===== src/rtl/irq_encode8.sv =====
// Edge-triggered 8-line interrupt encoder: pending latch, fixed priority select, ack handshake.
// Optional mask register enabled by defining IRQ_ENC_MASK_EN.
module irq_encode8 #(
    parameter int LOW_FIRST = 1
) (
    input  logic       clk,
    input  logic       rst_n,
    input  logic [7:0] irq_in,
    input  logic       irq_ack,
`ifdef IRQ_ENC_MASK_EN
    input  logic       mask_we,
    input  logic [7:0] mask_wdata,
`endif
    output logic       irq_valid,
    output logic [2:0] irq_code,
    output logic [7:0] pending
);

    typedef enum logic [1:0] {
        S_IDLE    = 2'd0,
        S_PRESENT = 2'd1,
        S_RECOVER = 2'd2
    } state_t;

    state_t     r_state;
    state_t     w_state_next;
    logic       w_load;
    logic       w_ack_take;
    logic [7:0] r_prev;
    logic [7:0] r_pending;
    logic [7:0] w_edge;
    logic [7:0] w_clear;
    logic [7:0] w_mask;
    logic [7:0] w_eligible;
    logic [2:0] r_code;
    logic [2:0] w_sel;

`ifdef IRQ_ENC_MASK_EN
    logic [7:0] r_mask;

    always_ff @(posedge clk or negedge rst_n) begin
        if (!rst_n) begin
            r_mask <= 8'h00;
        end else if (mask_we) begin
            r_mask <= mask_wdata;
        end
    end

    assign w_mask = r_mask;
`else
    assign w_mask = 8'h00;
`endif

    assign w_edge     = irq_in & ~r_prev;
    assign w_eligible = r_pending & ~w_mask;
    assign w_ack_take = (r_state == S_PRESENT) && irq_ack;

    // One-hot clear of the line being acknowledged.
    generate
        for (genvar gi = 0; gi < 8; gi++) begin : g_clear
            assign w_clear[gi] = w_ack_take && (r_code == 3'(gi));
        end
    endgenerate

    // Scan toward the highest-priority end so the last hit wins.
    always_comb begin
        w_sel = 3'd0;
        for (int i = 0; i < 8; i++) begin
            if (LOW_FIRST != 0) begin
                if (w_eligible[7 - i]) begin
                    w_sel = 3'(7 - i);
                end
            end else begin
                if (w_eligible[i]) begin
                    w_sel = 3'(i);
                end
            end
        end
    end

    always_comb begin
        w_state_next = r_state;
        w_load       = 1'b0;
        case (r_state)
            S_IDLE: begin
                if (w_eligible != 8'h00) begin
                    w_state_next = S_PRESENT;
                    w_load       = 1'b1;
                end
            end
            S_PRESENT: begin
                if (irq_ack) begin
                    w_state_next = S_RECOVER;
                end
            end
            S_RECOVER: begin
                w_state_next = S_IDLE;
            end
            default: begin
                w_state_next = S_IDLE;
            end
        endcase
    end

    always_ff @(posedge clk or negedge rst_n) begin
        if (!rst_n) begin
            r_state <= S_IDLE;
        end else begin
            r_state <= w_state_next;
        end
    end

    // A fresh edge takes precedence over the ack clear of the same line.
    always_ff @(posedge clk or negedge rst_n) begin
        if (!rst_n) begin
            r_prev    <= 8'h00;
            r_pending <= 8'h00;
            r_code    <= 3'd0;
        end else begin
            r_prev    <= irq_in;
            r_pending <= (r_pending & ~w_clear) | w_edge;
            if (w_load) begin
                r_code <= w_sel;
            end
        end
    end

    assign irq_valid = (r_state == S_PRESENT);
    assign irq_code  = r_code;
    assign pending   = r_pending;

endmodule


===== config.mk =====
export PLATFORM = sky130hd
export DESIGN_NAME = irq_encode8
export DESIGN_NICKNAME = d
export VERILOG_FILES = /design/src/rtl/irq_encode8.sv
export SDC_FILE = /design/constraint.sdc
export NUM_CORES = 1
export LEC_CHECK = 0
export CORE_UTILIZATION = 35
export DETAILED_ROUTE_END_ITERATION = 10
export GPL_ROUTABILITY_DRIVEN = 0
export PLACE_DENSITY = 0.63
export SYNTH_ARGS = -nofsm -noshare
export SYNTH_HDL_FRONTEND = slang
export SYNTH_SLANG_ARGS = --single-unit

===== constraint.sdc =====
create_clock -name clk -period 3.9 [get_ports clk]
set_input_delay 0.78 -clock clk [delete_from_list [all_inputs] [get_ports clk]]
set_output_delay 0.78 -clock clk [all_outputs]
set_load 0.005 [all_outputs]

# Word-level counts from Yosys, hierarchy flattened
# Cells that the tools add are included.
# totals
register_bits	21
latchBits	0
ramBits	0
romBits	0
inputBits	11
output_inout_bits	12
word_cells	45
n_memories	0
# op_classes
n_addsub	0
multipliers	0
div	0
magnitude_cmp	0
n_eq_ne	10
shift	0
muxes	13
bitwise_logic	5
reduce_logical	13
# op_table
cell	count
3-bit 2-to-1 mux	8
8-bit AND	2
8-bit NOT	2
3-bit equality test (second input constant)	4
1-bit logical AND	9
8-bit OR	1
8-bit nonzero test	1
3-bit by 2-bit equality test with 1-bit output (second input constant)	2
2-bit 2-to-1 mux	2
2-bit inequality test (second input constant)	2
2-bit one-hot mux with 2 select lines	1
3-bit by 1-bit equality test with 1-bit output (second input constant)	1
3-bit logical NOT	1
2-bit by 1-bit equality test with 1-bit output (second input constant)	1
2-bit logical NOT	1
1-bit 2-to-1 mux	2
2-bit AND reduction	1

# Logic depth before layout (Yosys ltp)
# Gate-level depths: netlist of run 1.
# logic_depth
ltp_word	8
ltp_mapped	4
mapped_depth_nobuf	4

# Worst setup path after synthesis of run 1
# No wires, ideal clock.
# synth_timing
kind	reg-to-reg
from	reg r_pending[4], in the netlist pending[4]
to	reg r_code[0], in the netlist irq_code[0]
setup_time_ns	0.125
t_arrival_ns	1.452
required_ns	3.775
path_slack_ns	2.323
path_stages_with_launch	4
n_path_buf	0
period_less_slack_ns	1.577
cell_sequence	dfrtp_1 > or4_4 > o21ai_4 > mux2_4
# synth_between
elab_chain_cells	5
word_cells_on_any_way	8
cone_classes	7 x mux; 1 x reduce/logical
# synth_rtl
item	line	rtl
from (decl)	30	logic [7:0] r_pending;
from (signal assigned)	121	r_pending <= (r_pending & ~w_clear) | w_edge;
3-bit 2-to-1 mux (5 in a row)	70	if (w_eligible[7 - i]) begin
to (signal assigned)	123	r_code <= w_sel;
to (decl)	35	logic [2:0] r_code;
# Parallel ways exist; a longest one is shown, timed or not.
# A chain may end at the register's enable or synchronous reset.

# Worst setup path after layout of run 1
# layout_timing
from	reg r_state[0]
to	out irq_valid
# layout_between
elab_chain_cells	1
# layout_rtl
item	line	rtl
from (decl)	25	state_t r_state;
from (signal assigned)	109	r_state <= w_state_next;
2-bit by 1-bit equality test with 1-bit output	128	assign irq_valid = (r_state == S_PRESENT);
to (decl)	14	output logic irq_valid,
# No other way between the ends.

==> results.txt, run 1 <==
Status: completed
Initial Utilization: 36.99%
Final Hold Vio Count: 0
Vias per inst: 4.913
Register area share after synthesis: 64.22%
Clk pin slew, worst setup/hold paths: 0.11 ns
Syn_area_per_cell: 11.37 µm²
CP Data Required Time: 3.12 ns
Main synth FF type: dfrtp_1
N_diodes: 0
CTS sink count: 21
Peak VDD IR: 0.1940 mV
Min-Delay Path Depth: 1
# setup viols final: 0
Critical path arrival: 1.34 ns
CP startpoint kind: register
TritonRoute pass-1 iters: 4
Worst skew pair latency: 0.29 ns
Antenna viol nets, final: 0
Setup_tns: 0 ns
Final Max Tran Viols: 0
RSZ-0062 raised after global routing: no
Flops & latches, synth: 21
Worst Skew: 0.001987 ns
P&R area growth vs syn: 34.40%
Fin worst setup slack: 1.782 ns
Vias in the first global route: 609
First-pass GRT wire length: 2608 µm
Final worst path period need: 2.118 ns
Worst-margin pin slew: 0.9067 ns
Hold Buf Count CTS: 0
Final wirelength: 1482 µm
Row Count: 17
Worst path slowest cell: clkdlybuf4s50_1
Synth warn: 0
FFs w/ async S/R, synth: 100.0%
R2r endpoint: irq_code[0]$_DFFE_PN0P_
Final Cycle Share: 54.30%
Cells along the critical path: nor2b_1, clkdlybuf4s50_1
Worst slack, placed: 1.843 ns
Total Routing Usage GR: 13.93%
CTS tree: yes
Rel. slew slack: 39.37%
DP HPWL: 1147 µm
Clk Tree Root Cell: clkbuf_4
Reg2reg setup slack: 2.26 ns
Final net count: 110
Layout cells sized above 1: 7.143%
Critical path class: register to output port
Post-Synthesis Cells: 72
HP Start: r_prev[3]$_DFF_PN0_
R2R depth: 3
Post-CTS sizing: 0
DR WL/cell: 11.76 µm
# Max-Cap Violations: 0
Largest net degree at the start of global routing: 22
Syn nets: 83
Gr ovfl total: 0
Design area: 1100 µm²
Area of the mapped netlist: 818.3 µm²
Number of I/O pins: 23
Critical Path Fanout Max: 5
Distinct cells, synth: 16
Placed Area: 1074 µm²
Iter 0 DRT Violations: 1
EDFF count, synth: 0
Core Util, Final: 49.72%
Hold Crit Class: register to register
Placeable Area: 2212 µm²
Hold Path Sink: pending[3]$_DFF_PN0_
Die ar.: 2535 µm²
CTS max path bufs: 2
Power Dens Cells: 454.6 nW/µm²
H-tree depth: 1
Crit path capture type: output port
Setup bufs post-CTS: 0
Peak Freq: 0.4722 GHz
Reg2reg start: pending[4]$_DFF_PN0_
Initial antenna violation count: 0
DIE HEIGHT: 50.35 µm
CTS buffer count: 3
Vias: 619
IO Port Bufs: 22
Leakage power: 0.0004515 µW
Die width: 50.35 µm
CP peak stage delay: 0.50 ns
Remaining DRCs: 0
## sequential cells by signal, summed over array words and instances (netlist names)
name and count:
irq_code 3, pending 8, r_prev 8, r_state 2
## cell usage in the layout, fill, tap and decap left out
cell type / instances
clkdlybuf4s50_1: 22
clkbuf_4: 3
nor2b_1: 2
nand2b_1: 3
and3b_1: 1
a21oi_1: 3
nor2_1: 2
clkbuf_1: 1
o21ai_4: 1
o41ai_1: 1
dfrtp_1: 21
mux2_4: 1
inv_1: 9
o31ai_1: 2
a211oi_1: 1
o21ai_0: 16
nand2_1: 3
nor3_1: 4
or4_4: 2
## metal layers
layer	wire length (µm)	global-route usage, %	vias up
met4	8	5.556	0
li1	-	-	302
met3	67	4.242	2
met2	722	22.67	16
met1	684	17.15	299
met5	0	0	-
## worst max-delay path by stage
stage | start | end | slack, ns | cells past startpoint
final | r_state[0]$_DFFE_PN0P_ | irq_valid | 1.78 | 2
after global routing | r_state[0]$_DFFE_PN0P_ | irq_valid | 1.68 | 2
after CTS | r_state[0]$_DFFE_PN0P_ | irq_valid | 1.77 | 2
after detailed placement | irq_ack | pending[0]$_DFF_PN0_ | 1.84 | 5
after global placement | irq_ack | pending[0]$_DFF_PN0_ | 1.83 | 5
after floorplan | pending[4]$_DFF_PN0_ | irq_code[0]$_DFFE_PN0P_ | 2.32 | 3
## cell families (layout without fill, tap and decap cells)
kind of cell	after synthesis	after routing	share of synthesized area [%]
buffers and inverters	9	35	4.128
multiplexers	1	1	1.834
flip-flops	21	21	64.22
AND/OR/NAND/NOR	17	17	12.39
AO/OA/AOI/OAI	24	24	17.43
## layout make-up
| class | count | area, µm² |
|---|---|---|
| fill | 224 | 1112 |
| sequential | 21 | 525.5 |
| multi-input combinational | 42 | 259.0 |
| timing repair buffer | 22 | 220.2 |
| tap | 28 | 35.03 |
| inverter | 9 | 33.78 |
| clock buffer | 4 | 26.28 |
## synthesized netlist by cell type, types with 2 or more instances
cell type	instances	share of area, %
dfrtp_1	21	64
o21ai_0	16	9.8
inv_1	9	4.1
nor3_1	4	2.4
a21oi_1	3	1.8
nand2_1	3	1.4
nand2b_1	3	2.3
nor2_1	2	0.92
nor2b_1	2	1.5
o31ai_1	2	1.8
or4_4	2	2.8
## report_power, final
| group | switching [µW] | internal, µW |
|---|---|---|
| registers | 36.8 | 247 |
| clock network | 59.9 | 39.8 |
| logic | 41.4 | 75.6 |
## critical path: cells and delay by family (launching register included)
family                 cells  cell delay, ns
flip-flops                 1            0.41
AND/OR/NAND/NOR            1            0.14
buffers and inverters      1            0.50
## per-stage QoR
step / instances / total power, µW / hold WS (ns)
global placement: 122 / 404.5 / 0.4021
finish: 126 / 500.0 / 0.4248
floorplan: 72 / 327.0 / 0.3996
CTS: 126 / 508.3 / 0.4297
detailed placement: 122 / 406.4 / 0.4132
global route: 126 / 534.4 / 0.4429
Note: power is estimated with default switching activity, not from simulation.
==> run 2: changes to the inputs <==
--- a/config.mk
+++ b/config.mk
@@ -8,7 +8,7 @@
 export CORE_UTILIZATION = 35
 export DETAILED_ROUTE_END_ITERATION = 10
 export GPL_ROUTABILITY_DRIVEN = 0
-export PLACE_DENSITY = 0.63
+export PLACE_DENSITY = 0.65
 export SYNTH_ARGS = -nofsm -noshare
 export SYNTH_HDL_FRONTEND = slang
 export SYNTH_SLANG_ARGS = --single-unit
==> constraint.sdc (replaced) <==
create_clock -name clk -period 1.7 [get_ports clk]
set_input_delay 0.34 -clock clk [delete_from_list [all_inputs] [get_ports clk]]
set_output_delay 0.34 -clock clk [all_outputs]
set_load 0.005 [all_outputs]
==> run 2 against run 1 <==
Count of clock-buffer cells in the layout is 1 lower. Setup slack got worse by 1.7 ns. Non-clock buffer count is 6 higher. Total power increased by 140%. Critical path depth stayed put. Sequential share of layout area decreased by 1.9 points. Clock power rose by 140%. Die area did not move. Sequential power increased by 120%. First-iteration DRC count grew to 18 times the previous value. Worst hold slack got worse by 0.065 ns. Core utilization grew 2.3 points. Critical endpoint is now pending[0].
==> results.txt, run 2 (same netlist as run 1, synthesis figures left out) <==
P&R area growth vs syn: 40.67%
Final Hold Vio Count: 0 (unchanged)
Initial Utilization: 36.99% (unchanged)
Die width: 50.35 µm (unchanged)
Commonest non-fill, non-tap cell in the layout: clkdlybuf4s50_1
Commonest cells after routing, fill and taps aside: clkdlybuf4s50_1, dfrtp_1, o21ai_0
CTS buffer count: 3 (unchanged)
Design Power: 1198 µW (+140%)
# setup viols final: 0 (unchanged)
Bufs and invs on worst path: 2 (+1)
Vias: 640 (+3.4%)
Final worst path period need: 1.650 ns
Largest net degree at the start of global routing: 22 (unchanged)
Worst skew pair latency: 0.30 ns (about the same)
DIE HEIGHT: 50.35 µm (unchanged)
Worst Skew: 0.004966 ns (+0.002980 ns)
Gr ovfl total: 0 (unchanged)
Worst path slowest cell: clkdlybuf4s50_1
Clk Tree Root Cell: clkbuf_4
N_diodes: 0 (unchanged)
CP top delay family: buffers and inverters
Power Dens Cells: 1041 nW/µm² (+130%)
First-pass GRT wire length: 2732 µm (+4.8%)
Final Max Tran Viols: 0 (unchanged)
Final wirelength: 1535 µm (+3.6%)
Critical path arrival: 1.31 ns (-0.03 ns)
Placeable Area: 2212 µm² (unchanged)
Clk pin slew, worst setup/hold paths: 0.12 ns (about the same)
Peak Freq: 0.6060 GHz
Design area: 1151 µm² (+4.7%)
Final Cycle Share: 97.08%
Hold Crit Class: input pin to asynchronous set/reset pin
Antenna viol nets, final: 0 (unchanged)
Leakage power: 0.0004786 µW (+6.0%)
Rel. slew slack: 79.48% (+40 points)
Tightest hold margin: 0.3603 ns (-0.06453 ns)
DP HPWL: 1158 µm (+0.96%)
Setup_tns: 0 ns (unchanged)
Vias in the first global route: 609 (unchanged)
CTS sink count: 21 (unchanged)
CTS tree: yes
DR WL/cell: 11.63 µm (-1.1%)
Layout cells sized above 1: 15.38% (+8.2 points)
Status: completed
CP Data Required Time: 1.36 ns (-1.76 ns)
Die ar.: 2535 µm² (unchanged)
CTS max path bufs: 2 (unchanged)
H-tree depth: 1 (unchanged)
TritonRoute pass-1 iters: 4 (unchanged)
Placed Area: 1104 µm² (+2.8%)
# Max-Cap Violations: 0 (unchanged)
CP peak stage delay: 0.49 ns (about the same)
IO Port Bufs: 22 (unchanged)
RSZ-0062 raised after global routing: no
Peak VDD IR: 0.6560 mV (+240%)
CP startpoint kind: register
Final net count: 116 (+5.5%)
Cells along the critical path: buf_4, clkdlybuf4s50_1
Crit path capture type: output port
Critical path class: register to output port
Iter 0 DRT Violations: 18 (+17)
Number of I/O pins: 23 (unchanged)
Remaining DRCs: 0 (unchanged)
Initial antenna violation count: 0 (unchanged)
Row Count: 17 (unchanged)
Critical Path Fanout Max: 5 (unchanged)
Total Routing Usage GR: 14.67% (+0.75 points)
Worst-margin pin slew: 0.3067 ns (-0.5999 ns)
Vias per inst: 4.848 (-1.3%)
==> run 2: repair_timing <==
action                                  in CTS  in global routing
buffers inserted                             1                  1
endpoints found under the setup margin       1                  4
gates resized for setup                      0                  3
hold buffers                                 0                  0
==> run 2: through the flow <==
| stage | std cells | utilization [%] | setup slack [ns] |
|---|---|---|---|
| after floorplan | 72 | - | 0.1233 |
| after global placement | 126 | 49.89 | 0.09958 |
| after detailed placement | 126 | 49.89 | 0.1003 |
| after CTS | 131 | 51.47 | 0.004414 |
| after global routing | 132 | 52.04 | 0.003552 |
| final | 132 | 52.04 | 0.04970 |
==> run 2: final timing paths <==
kind,from,endpoint,cells past startpoint,slack [ns]
max in group asynchronous,rst_n,irq_code[1]$_DFFE_PN0P_,2,1.11
worst min register to register,r_prev[3]$_DFF_PN0_,pending[3]$_DFF_PN0_,1,0.43
worst max register to register,pending[5]$_DFF_PN0_,irq_code[0]$_DFFE_PN0P_,3,0.07
worst min-delay path,rst_n,r_prev[3]$_DFF_PN0_,2,0.36
worst max-delay path,pending[0]$_DFF_PN0_,pending[0],2,0.05
min in group clk,r_prev[3]$_DFF_PN0_,pending[3]$_DFF_PN0_,1,0.43
==> run 2: area by class of cell <==
class / count / area [µm²]
Fill cell: 224 / 1061
Sequential cell: 21 / 528.0
Timing Repair Buffer: 28 / 267.8
Multi-Input combinational cell: 42 / 259.0
Tap cell: 28 / 35.03
Inverter: 9 / 33.78
Clock buffer: 3 / 22.52
Clock inverter: 1 / 5.005
==> run 2: report_power, final <==
group / leakage, µW / internal [µW] / switching [µW]
registers: 0.000227 / 568 / 59.6
clock network: 0.0000177 / 87.6 / 149
logic: 0.000234 / 207 / 127
==> run 2: routing by layer <==
metal  global-route usage [%]  vias up  share of wire (%)
met5                        0        -                  0
met4                    6.944        0               0.78
met3                    1.818        2                5.0
met2                    24.00       16                 49
met1                    19.25      304                 45
li1                         -      318                  -
